## config.mk

```make
export PLATFORM = sky130hd
export DESIGN_NAME = rr_stream_mux
export DESIGN_NICKNAME = d
export VERILOG_FILES = /design/src/rtl/mux_pkg.sv /design/src/rtl/rr_stream_mux_arbiter.sv /design/src/rtl/rr_stream_mux.sv
export SDC_FILE = /design/constraint.sdc
export NUM_CORES = 1
export LEC_CHECK = 0
export BUFFER_PORTS_ARGS = -buffer_cell sky130_fd_sc_hd__buf_2
export CAP_MARGIN = 20
export CORE_MARGIN = 1.5
export CORE_UTILIZATION = 45
export DETAILED_ROUTE_END_ITERATION = 10
export PLACE_DENSITY_LB_ADDON = 0.2
export SKIP_LAST_GASP = 1
export SYNTH_ARGS = -nofsm -noshare
export SYNTH_HDL_FRONTEND = slang
export SYNTH_SLANG_ARGS = --single-unit
export TNS_END_PERCENT = 100
```

## constraint.sdc

```tcl
create_clock -name clk -period 2.5 [get_ports clk]
set_input_delay 0.25 -clock clk [delete_from_list [all_inputs] [get_ports clk]]
set_output_delay 0.25 -clock clk [all_outputs]
set_load 0.005 [all_outputs]
```

## src/rtl/mux_pkg.sv

```systemverilog
// Shared constants and elaboration-time helpers for the streaming mux and its arbiter.
package mux_pkg;

  localparam int MODE_RR    = 0;
  localparam int MODE_FIXED = 1;

  function automatic int clog2(input int value);
    int r;
    r = 0;
    for (int i = 0; i < 31; i++) begin
      if ((1 << i) < value) r = i + 1;
    end
    return r;
  endfunction

  // Channel-select width; a single channel still needs a 1-bit index.
  function automatic int sel_width(input int n);
    return (clog2(n) < 1) ? 1 : clog2(n);
  endfunction

endpackage

```

## src/rtl/rr_stream_mux_arbiter.sv

```systemverilog
// Round-robin / fixed-priority arbiter; owns the round-robin pointer register.
module rr_arbiter
  import mux_pkg::*;
#(
  parameter int  NUM_CH = 4,
  parameter int  MODE   = MODE_RR,
  localparam int SEL_W  = sel_width(NUM_CH)
) (
  input  logic              clk,
  input  logic              rst,
  input  logic [NUM_CH-1:0] req,
  input  logic              advance,
  output logic [NUM_CH-1:0] grant,
  output logic [SEL_W-1:0]  grant_idx
);

  logic [SEL_W-1:0] ptr_reg, ptr_next;
  logic             found;
  logic [SEL_W-1:0] probe;

  // Search upward from the pointer (or from 0 in fixed mode), wrapping at NUM_CH-1.
  always_comb begin
    found     = 1'b0;
    grant_idx = '0;
    probe     = '0;
    for (int k = 0; k < NUM_CH; k++) begin
      probe = (MODE == MODE_RR) ? SEL_W'((int'(ptr_reg) + k) % NUM_CH) : SEL_W'(k);
      if (!found && req[probe]) begin
        found     = 1'b1;
        grant_idx = probe;
      end
    end
  end

  generate
    for (genvar gi = 0; gi < NUM_CH; gi++) begin : g_grant
      assign grant[gi] = found && (int'(grant_idx) == gi);
    end
  endgenerate

  always_comb begin
    ptr_next = ptr_reg;
    if (MODE == MODE_RR && advance) begin
      ptr_next = (int'(grant_idx) == NUM_CH - 1) ? '0 : grant_idx + SEL_W'(1);
    end
  end

  always_ff @(posedge clk or posedge rst) begin
    if (rst) ptr_reg <= '0;
    else     ptr_reg <= ptr_next;
  end

endmodule

```

## src/rtl/rr_stream_mux.sv

```systemverilog
// N-channel valid/ready stream multiplexer with arbitration and a registered output stage.
module rr_stream_mux
  import mux_pkg::*;
#(
  parameter int  WIDTH  = 8,
  parameter int  NUM_CH = 4,
  parameter int  MODE   = MODE_RR,
  localparam int SEL_W  = sel_width(NUM_CH)
) (
  input  logic                    clk,
  input  logic                    rst,
  input  logic [NUM_CH*WIDTH-1:0] in_data,
  input  logic [NUM_CH-1:0]       in_valid,
  output logic [NUM_CH-1:0]       in_ready,
  output logic [WIDTH-1:0]        out_data,
  output logic [SEL_W-1:0]        out_channel,
  output logic                    out_valid,
  input  logic                    out_ready
);

  logic [WIDTH-1:0]  out_data_reg;
  logic [SEL_W-1:0]  out_channel_reg;
  logic              out_valid_reg;
  logic              load_en;
  logic              transfer;
  logic [NUM_CH-1:0] grant;
  logic [SEL_W-1:0]  grant_idx;

  // The register is free when empty or being drained on this same edge.
  assign load_en  = !out_valid_reg || out_ready;
  assign transfer = load_en && (|in_valid) && !rst;

  rr_arbiter #(
    .NUM_CH (NUM_CH),
    .MODE   (MODE)
  ) u_arbiter (
    .clk       (clk),
    .rst       (rst),
    .req       (in_valid),
    .advance   (transfer),
    .grant     (grant),
    .grant_idx (grant_idx)
  );

  generate
    for (genvar gi = 0; gi < NUM_CH; gi++) begin : g_ready
      assign in_ready[gi] = load_en && grant[gi] && !rst;
    end
  endgenerate

  always_ff @(posedge clk or posedge rst) begin
    if (rst) begin
      out_valid_reg   <= 1'b0;
      out_data_reg    <= '0;
      out_channel_reg <= '0;
    end else if (transfer) begin
      out_valid_reg   <= 1'b1;
      out_data_reg    <= in_data[int'(grant_idx)*WIDTH +: WIDTH];
      out_channel_reg <= grant_idx;
    end else if (out_ready) begin
      out_valid_reg   <= 1'b0;
    end
  end

  assign out_data    = out_data_reg;
  assign out_channel = out_channel_reg;
  assign out_valid   = out_valid_reg;

endmodule

```

; ---- Yosys cells after proc, flatten, opt, wreduce, memory -nomap -nowiden
; Index checks and enable logic that the tools add are counted.
; W data, S select, Z words.
[word_totals]
regBits = 13
latchBits = 0
ramBits = 0
romBits = 0
wordCells = 61
n_memories = 0
[op_classes]
addsub = 4
n_mul = 0
div = 0
magnitude_cmp = 4
eq_ne = 3
shifts = 1
muxes = 19
bitwise_logic = 0
n_reduce_logical = 26
[op_table]
columns = op, count
row1 = $shiftx A32 B6 Y8, 1
row2 = $logic_and A1 B1 Y1, 17
row3 = $lt A2 B3 Y1 const B, 4
row4 = $mux W1, 10
row5 = $mux W2, 5
row6 = $bmux W1 S2, 4
row7 = $logic_not A1 Y1, 5
row8 = $add A2 B1 Y2 const B, 2
row9 = $add A2 B2 Y2 const B, 2
row10 = $eq A2 B2 Y1 const B, 2
row11 = $reduce_or A4 Y1, 1
row12 = $eq A2 B1 Y1 const B, 1
row13 = $logic_not A2 Y1, 1
row14 = $reduce_bool A2 Y1, 1
row15 = $logic_or A1 B1 Y1, 1

; ---- Depth between registers and ports, before layout
; Gate-level depths: netlist (run 1).
[depth]
word_depth = 16
mapped_depth = 8
ltp_nobuf = 7

; ---- Cells and area by module
; From an unflattened synthesis (run 1), not the netlist that was laid out.
[unflattened]
cells_unflattened = 73
hier_area_um2 = 974.7
[by_module_without_submodules]
columns = module, instances, cells_per_inst, area_per_inst_um2, seq_area_each_um2
row1 = rr_stream_mux, 1, 42, 709.4, 275.3
row2 = rr_arbiter, 1, 31, 265.3, 50.0

; ---- Worst setup path after synthesis (run 1)
; No wires, ideal clock.
[synth_timing]
kind = flip-flop to flip-flop
start = reg u_arbiter.ptr_reg[0]
end = reg u_arbiter.ptr_reg[1]
setup_time_ps = 127
t_arrival_ps = 1561
required_time_ps = 2373
path_slack_ps = 812
path_stages_with_launch = 8
path_buffers = 1
synth_period_minus_slack_ps = 1688
cell_sequence = dfrtp_1 -> and2b_1 -> nor3_1 -> o22ai_1 -> buf_2 -> inv_1 -> ha_1 -> mux2_1
[synth_between]
elab_chain_len = 14
elab_cells_between_ends = 27
cone_classes = 4 x add/sub / 1 x eq/ne / 16 x mux / 6 x reduce/logical
[synth_rtl]
columns = item, line_no
row1 = start: declaration, rr_stream_mux_arbiter.sv:17  ; logic [SEL_W-1:0] ptr_reg, ptr_next;
row2 = start signal: assignment, rr_stream_mux_arbiter.sv:50  ; else ptr_reg <= ptr_next;
row3 = branches (longest 11 deep; another with $add A2 B1 Y2), -
row4 = $mux W2 *, rr_stream_mux_arbiter.sv:28  ; if (!found && req[probe]) begin
row5 = $add A2 B1 Y2 / $eq A2 B1 Y1 (equally long branches), rr_stream_mux_arbiter.sv:44  ; ptr_next = (int'(grant_idx) == NUM_CH - 1) ? '0 : grant_idx + SEL_W'(1);
row6 = $mux W2 *, rr_stream_mux_arbiter.sv:44
; Mark *: on every way between the ends. The select of a mux whose other input is x is not followed.
; A chain may end at the register's enable or synchronous reset.

; ---- Worst setup path after layout (run 1)
[layout_timing]
start = in rst
end = out in_ready[2]
[layout_between]
elab_chain_len = 2
[layout_rtl]
columns = item, line_no
row1 = start: declaration, rr_stream_mux.sv:11  ; input logic rst,
row2 = $logic_not A1 Y1 (no line), -
row3 = $logic_and A1 B1 Y1, rr_stream_mux.sv:47  ; assign in_ready[gi] = load_en && grant[gi] && !rst;
row4 = end: declaration, rr_stream_mux.sv:14  ; output logic [NUM_CH-1:0] in_ready,
; Every way passes these cells.

==> out/qor.csv, run 1 <==
stage,metric,value,unit
pwr,pwr-share-seq,34.1,%
timing,fin_skew,0.004845,ns
clock_tree,clk_pin_slew,0.08,ns
setup_path,worstPathMaxFanout,19,
final_layout,final_cell_mix,"buf_2, mux2i_1, dfrtp_1, nand2_1, o221ai_2",
grt,overflow,0,
yosys,synth_top_family_by_area,compound AO/OA/AOI/OAI gates,
timing,hold_violations,0,
setup_path,crit_type,in2out,
setup_path,cp_data_required_time,2.25,ns
yosys,synth_fa_ha_area_share,1.420,%
final_layout,largest_reg_flops,8,
pwr,finalPower,1002,µW
clock_tree,numCtsBuffers,3,
grt,antenna_found_initial,0,
final_layout,area_delta_synth_final,35.23,%
yosys,synth_compound_area_share,21.45,%
setup_path,cp.arrival,1.85,ns
yosys,synth_mux_area_share,19.46,%
final_layout,nFillCells,155,
pwr,p_int,613.4,µW
floorplanning,ios,54,
timing,tns,0,ns
setup_path,setup.worst_path.end_class,output port,
floorplanning,die_y,47.24,µm
drt,drtIter0Drc,11,
timing,setup_viol,0,
setup_path,cp-start-kind,primary input,
yosys,syn_nets,124,
drt,vias,862,
grt,grt_usage,22.35,%
timing,min_period,2.096,ns
placed_design,port_buffers,53,
yosys,synth.avg_cell_area,10.49,µm²
flow_run,maxCapViolations,0,
drt,wire_per_inst,13.82,µm
floorplanning,rows,15,
pwr,power.density,841.4,nW/µm²
clock_tree,ctsResizeCount,0,
pwr,swShare,38.80,%
clock_tree,root_buffer,clkbuf_4,
timing,tightest_slew,0.5376,ns
clock_tree,cts_tree,done,
min_path,hold_path.class,in2reg,
yosys,synth_seq_area_share,36.93,%
final_layout,antenna_cells,0,
drt,drc_errors,0,
yosys,yosysWarnings,0,
floorplanning,die_area,2232,µm²
drt,routed.top_layer,met4,
grt,grt_pass1_wl,3.360,mm
yosys,synth_area_leader_cell,dfrtp_1,
yosys,netlist.area_leader.share,36.93,%
clock_tree,clkLatencyLatePin,0.28,ns
clock_tree,htreeDepth,1,
placed_design,place_hpwl,1.785,mm
timing,max_slew_margin,64.16,%
pwr,leakagePower,0.0006573,µW
yosys,synth.area.top_cells,"dfrtp_1, mux2i_1, o221ai_2, nand2_1, buf_6",
timing,max_freq,0.4771,GHz
drt,drt.antenna.violating_nets,0,
clock_tree,cts_sinks,13,
final_layout,final_nets,180,
floorplanning,coreArea,1783,µm²
setup_path,slowest_delay,0.54,ns
yosys,ys_types,25,
floorplanning,initial_core_util,49.40,%
outcome,status,completed,
pwr,peakVddDrop,0.4592,mV
grt,grt_max_degree,20,
placed_design,place.gp.congestion,0.6912,
clock_tree,cts_max_path_buffers,2,
yosys,synth_xor_area_share,0,%
pwr,clkPwrFrac,13.7,%
drt,routed_wl,2.266,mm
yosys,yosys.area_share.simple,11.93,%
timing,rsz0062_at_grt,false,
timing,slew_viol_final,0,
drt,met1_length,822,µm
yosys,syn_area,880.8,µm²
drt,wl_met2,1.280,mm
timing,fin_crit_sh,83.84,%
yosys,synth_cells,84,
grt,grt_pass1_vias,809,
drt,vias_per_cell,5.256,
yosys,synth-seq-cells,13,
drt,drtPass1Iterations,4,
floorplanning,die_x,47.24,µm
pwr,combPwrFrac,52.2,%
drt,wl_met3,121,µm
final_layout,drive_gt1_share,51.08,%
pwr,switchingPower,388.8,µW
setup_path,crit_slowest_cell,dlygate4sd3_1,
setup_path,cp_cell_sequence,dlygate4sd3_1 -> buf_2 -> inv_1 -> buf_4 -> o211ai_2 -> buf_4 -> nor3b_1 -> buf_2,
final_layout,mostFrequentLayoutCell,buf_2,
## final timing paths
check / startpoint / endpoint / slack [ns] / depth (start not counted)
min reg2reg: out_channel[1] / out_channel[1] / 0.49 / 2
max reg2reg: u_arbiter.ptr_reg[0] / out_data[5] / 0.67 / 6
max: rst / in_ready[2] / 0.40 / 8
min in group asynchronous: rst / out_data[1] / 0.50 / 4
max in group asynchronous: rst / out_valid / 1.82 / 4
min: out_ready / out_valid / 0.17 / 2
## cells by family (layout without fill, tap and decap cells)
kind of cell	count (synthesis)	in the layout
compound gates	18	18
flops	13	13
fa+ha+maj	1	1
buf+inv	13	68
simple gates	22	22
mux	17	17
## synth_stat cells
master    number
a21oi_1        2
nor3_1         3
buf_2          2
inv_1          7
nor3b_1        1
nand2_1       11
nand2b_1       1
o21ai_1        1
o211ai_2       1
buf_6          3
a21boi_2       1
buf_4          1
mux2_1         1
a221oi_1       1
or2_2          1
o21ai_0        3
nor2b_1        1
o22ai_1        1
nor2_1         2
o221ai_2       8
or4_1          1
ha_1           1
dfrtp_1       13
mux2i_1       16
and2b_1        1
## power by group through the flow
stage	combinational [µW]	sequential, µW	clock, µW
2_1_floorplan	360	347	0
3_3_place_gp	507	342	0
3_5_place_dp	530	344	0
4_1_cts	533	342	138
5_1_grt	580	354	148
6_report	523	342	137
## layer usage
layer,track usage (%),vias to the layer above
met3,3.462,5
met1,22.59,409
met2,42.16,35
li1,-,413
met4,13.33,0
met5,0,-
## per-stage QoR
stage	util, %	cells	hold WS [ns]	area, µm²	setup WS (ns)
after CTS	66.81	164	0.1684	1191	0.3982
final	66.81	164	0.1671	1191	0.4041
after global routing	66.81	164	0.1670	1191	0.2559
after global placement	64.77	159	0.2567	1155	0.6909
after floorplan	-	84	0.1420	880.8	0.8119
after detailed placement	64.77	159	0.2617	1155	0.6262
## repair_timing
item / 4_1_cts / 5_1_grt
hold buffers: 1 / 0
endpoints found under the setup margin: 0 / 0
buffers inserted: 0 / 0
endpoints found under the hold margin: 13 / 0
## worst max-delay path: cells and delay by family
kind | cells | cell delay (ns)
AO/OA/AOI/OAI | 1 | 0.12
AND/OR/NAND/NOR | 1 | 0.21
buffers and inverters | 6 | 1.28
## area by class of cell
class,count,area (µm²),share of cell area [%]
clock buffer,4,26.28,2.206
inverter,7,26.28,2.206
multi-input combinational,58,484.2,40.65
sequential,13,325.3,27.31
tap,25,31.28,2.626
timing repair buffer,57,297.8,25.00
Note: power is estimated with default switching activity, not from simulation.
==> run 2, diff against run 1 <==
--- a/config.mk
+++ b/config.mk
@@ -8,7 +8,7 @@
 export BUFFER_PORTS_ARGS = -buffer_cell sky130_fd_sc_hd__buf_2
 export CAP_MARGIN = 20
 export CORE_MARGIN = 1.5
-export CORE_UTILIZATION = 45
+export CORE_UTILIZATION = 38
 export DETAILED_ROUTE_END_ITERATION = 10
 export PLACE_DENSITY_LB_ADDON = 0.2
 export SKIP_LAST_GASP = 1
==> constraint.sdc (replaced) <==
create_clock -name clk -period 1.8 [get_ports clk]
set_input_delay 0.18 -clock clk [delete_from_list [all_inputs] [get_ports clk]]
set_output_delay 0.18 -clock clk [all_outputs]
set_load 0.005 [all_outputs]
==> run 2 against run 1 <==
Net effect: the run now ends with setup timing left; non-clock buffer count grew 6; cell area grew 6.6%; combinational power grew 60%; final cell count grew 5.5%; global-route usage shrank 5.6 points; routed wire length shrank 3.5%; highest routed layer unchanged; sequential share of layout area shrank 1.7 points; sequential cell count is the same; total power grew 49%; clock skew shrank 0.0039 ns.
==> out/qor.csv, run 2 (same netlist as run 1, synthesis figures left out) <==
stage,metric,value,unit
setup_path,crit_type,reg2out,
floorplanning,coreArea,2191,µm²
final_layout,multiInputGateArea,510.5,µm²
placed_design,place_hpwl,1.683,mm
pwr,power.density,1176,nW/µm²
setup_path,worst-path-buf-inv,1,
final_layout,final_nets,186,
setup_path,slowest_delay,0.43,ns
final_layout,final_cell_mix,"buf_2, mux2i_1, dfrtp_1, nand2_1",
setup_path,cp_cell_sequence,a21oi_2 -> o21ai_2 -> a21boi_4 -> nor3b_1 -> buf_2,
placed_design,pre_cts_ws,0.1677,ns
pwr,peakVddDrop,0.7133,mV
drt,drt.antenna.violating_nets,0,
flow_run,maxCapViolations,0,
min_path,hold_path.class,in2reg,
timing,tightest_slew,0.2641,ns
grt,antenna_found_initial,0,
clock_tree,clkLatencyLatePin,0.27,ns
clock_tree,cts_max_path_buffers,2,
setup_path,worstPathMaxFanout,6,
floorplanning,die_y,51.15,µm
setup_path,critPathTopFamily,compound AO/OA/AOI/OAI gates,
timing,fin_crit_sh,102.9,%
final_layout,ff_latch_area,325.3,µm²
placed_design,post-place-cells,165,
floorplanning,ios,54,
drt,vias,855,
setup_path,crit_slowest_cell,dfrtp_1,
pwr,leakagePower,0.0006959,µW
final_layout,mostFrequentLayoutCell,buf_2,
timing,fin_skew,0.0009223,ns
final_layout,drive_gt1_share,56.55,%
final_layout,area_delta_synth_final,44.18,%
final_layout,largest_reg_flops,8,
floorplanning,die_area,2616,µm²
floorplanning,initial_core_util,40.21,%
timing,min_period,1.853,ns
timing,slew_viol_final,0,
timing,hold_violations,0,
timing,finalWorstSetupSlack,-0.05275,ns
clock_tree,numCtsBuffers,3,
timing,tns,-0.07034,ns
clock_tree,htreeDepth,1,
placed_design,place.gp.congestion,0.7471,
clock_tree,cts_tree,done,
timing,max_freq,0.5397,GHz
clock_tree,root_buffer,clkbuf_4,
setup_path,cp-start-kind,flop,
grt,grt_max_degree,14,
drt,vias_per_cell,4.942,
grt,overflow,0,
drt,wire_per_inst,12.64,µm
drt,drtIter0Drc,6,
final_layout,nFillCells,199,
outcome,failed_checks,setup timing,
drt,drc_errors,0,
drt,routed_wl,2.187,mm
timing,rsz0062_at_grt,true,
placed_design,port_buffers,53,
grt,grt_usage,16.72,%
setup_path,cp_data_required_time,1.62,ns
setup_path,cp.arrival,1.67,ns
grt,grt_pass1_wl,3.367,mm
grt,grt_pass1_vias,808,
clock_tree,cts_sinks,13,
floorplanning,rows,17,
floorplanning,die_x,51.15,µm
setup_path,setup.worst_path.end_class,output port,
timing,worst_hold_slack,0.1032,ns
clock_tree,clk_pin_slew,0.08,ns
outcome,status,"finished, violations left",
timing,max_slew_margin,82.40,%
final_layout,antenna_cells,0,
drt,drtPass1Iterations,4,
final_layout,stdcell_count,173,
timing,setup_viol,2,
==> run 2: path summary, 6_finish.rpt <==
kind / from / cells past startpoint / slack [ns] / end
worst max-delay path: u_arbiter.ptr_reg[1] / 5 / -0.05 / in_ready[2]
max in group asynchronous: rst / 4 / 1.13 / out_data[3]
worst min register to register: out_data[1] / 2 / 0.48 / out_data[1]
min in group asynchronous: rst / 4 / 0.51 / out_channel[1]
worst min-delay path: out_ready / 2 / 0.10 / out_valid
worst max register to register: u_arbiter.ptr_reg[0] / 7 / 0.15 / out_data[2]
==> run 2: power by group <==
group / total [µW] / internal (µW) / switching, µW
clock network: 181 / 85.8 / 95.1
logic: 838 / 434 / 405
registers: 474 / 408 / 65.8
==> run 2: layout make-up <==
| class | instances | share of cell area (%) |
|---|---|---|
| sequential | 13 | 25.62 |
| tap | 28 | 2.759 |
| inverter | 7 | 2.069 |
| timing repair buffer | 63 | 27.29 |
| clock buffer | 4 | 2.069 |
| multi-input combinational | 58 | 40.20 |
==> run 2: per-stage QoR <==
step | cell area [µm²] | total power [µW] | utilization, %
finish | 1270 | 1493 | 57.97
global route | 1270 | 1609 | 57.97
global placement | 1181 | 1213 | 53.91
detailed placement | 1181 | 1234 | 53.91
floorplan | 880.8 | 981.7 | -
CTS | 1240 | 1460 | 56.60
==> run 2: worst reg2reg max path: cells and delay by family, from the launching register on <==
family / cells / cell delay, ns
buffers and inverters: 2 / 0.32
AOI/OAI and AO/OA: 2 / 0.32
and+or+nand+nor: 2 / 0.27
DFF: 1 / 0.37
muxes: 1 / 0.25
==> run 2: what timing repair did <==
action / CTS / global route
cloned: 0 / 0
gates resized for setup: 7 / 2
endpoints found under the setup margin: 3 / 4
endpoints found under the hold margin: 13 / 0
setup buffers: 0 / 3
hold buffers: 1 / 0
pin swaps: 1 / 3
==> run 2: per-layer routing <==
metal  global-route usage, %  vias to the layer above  share of wire (%)
met5                       0                        -                  0
met4                   5.856                        0                1.6
met3                   4.678                        4                6.8
met2                   29.22                       33                 51
met1                   19.38                      389                 41
li1                        -                      429                  -
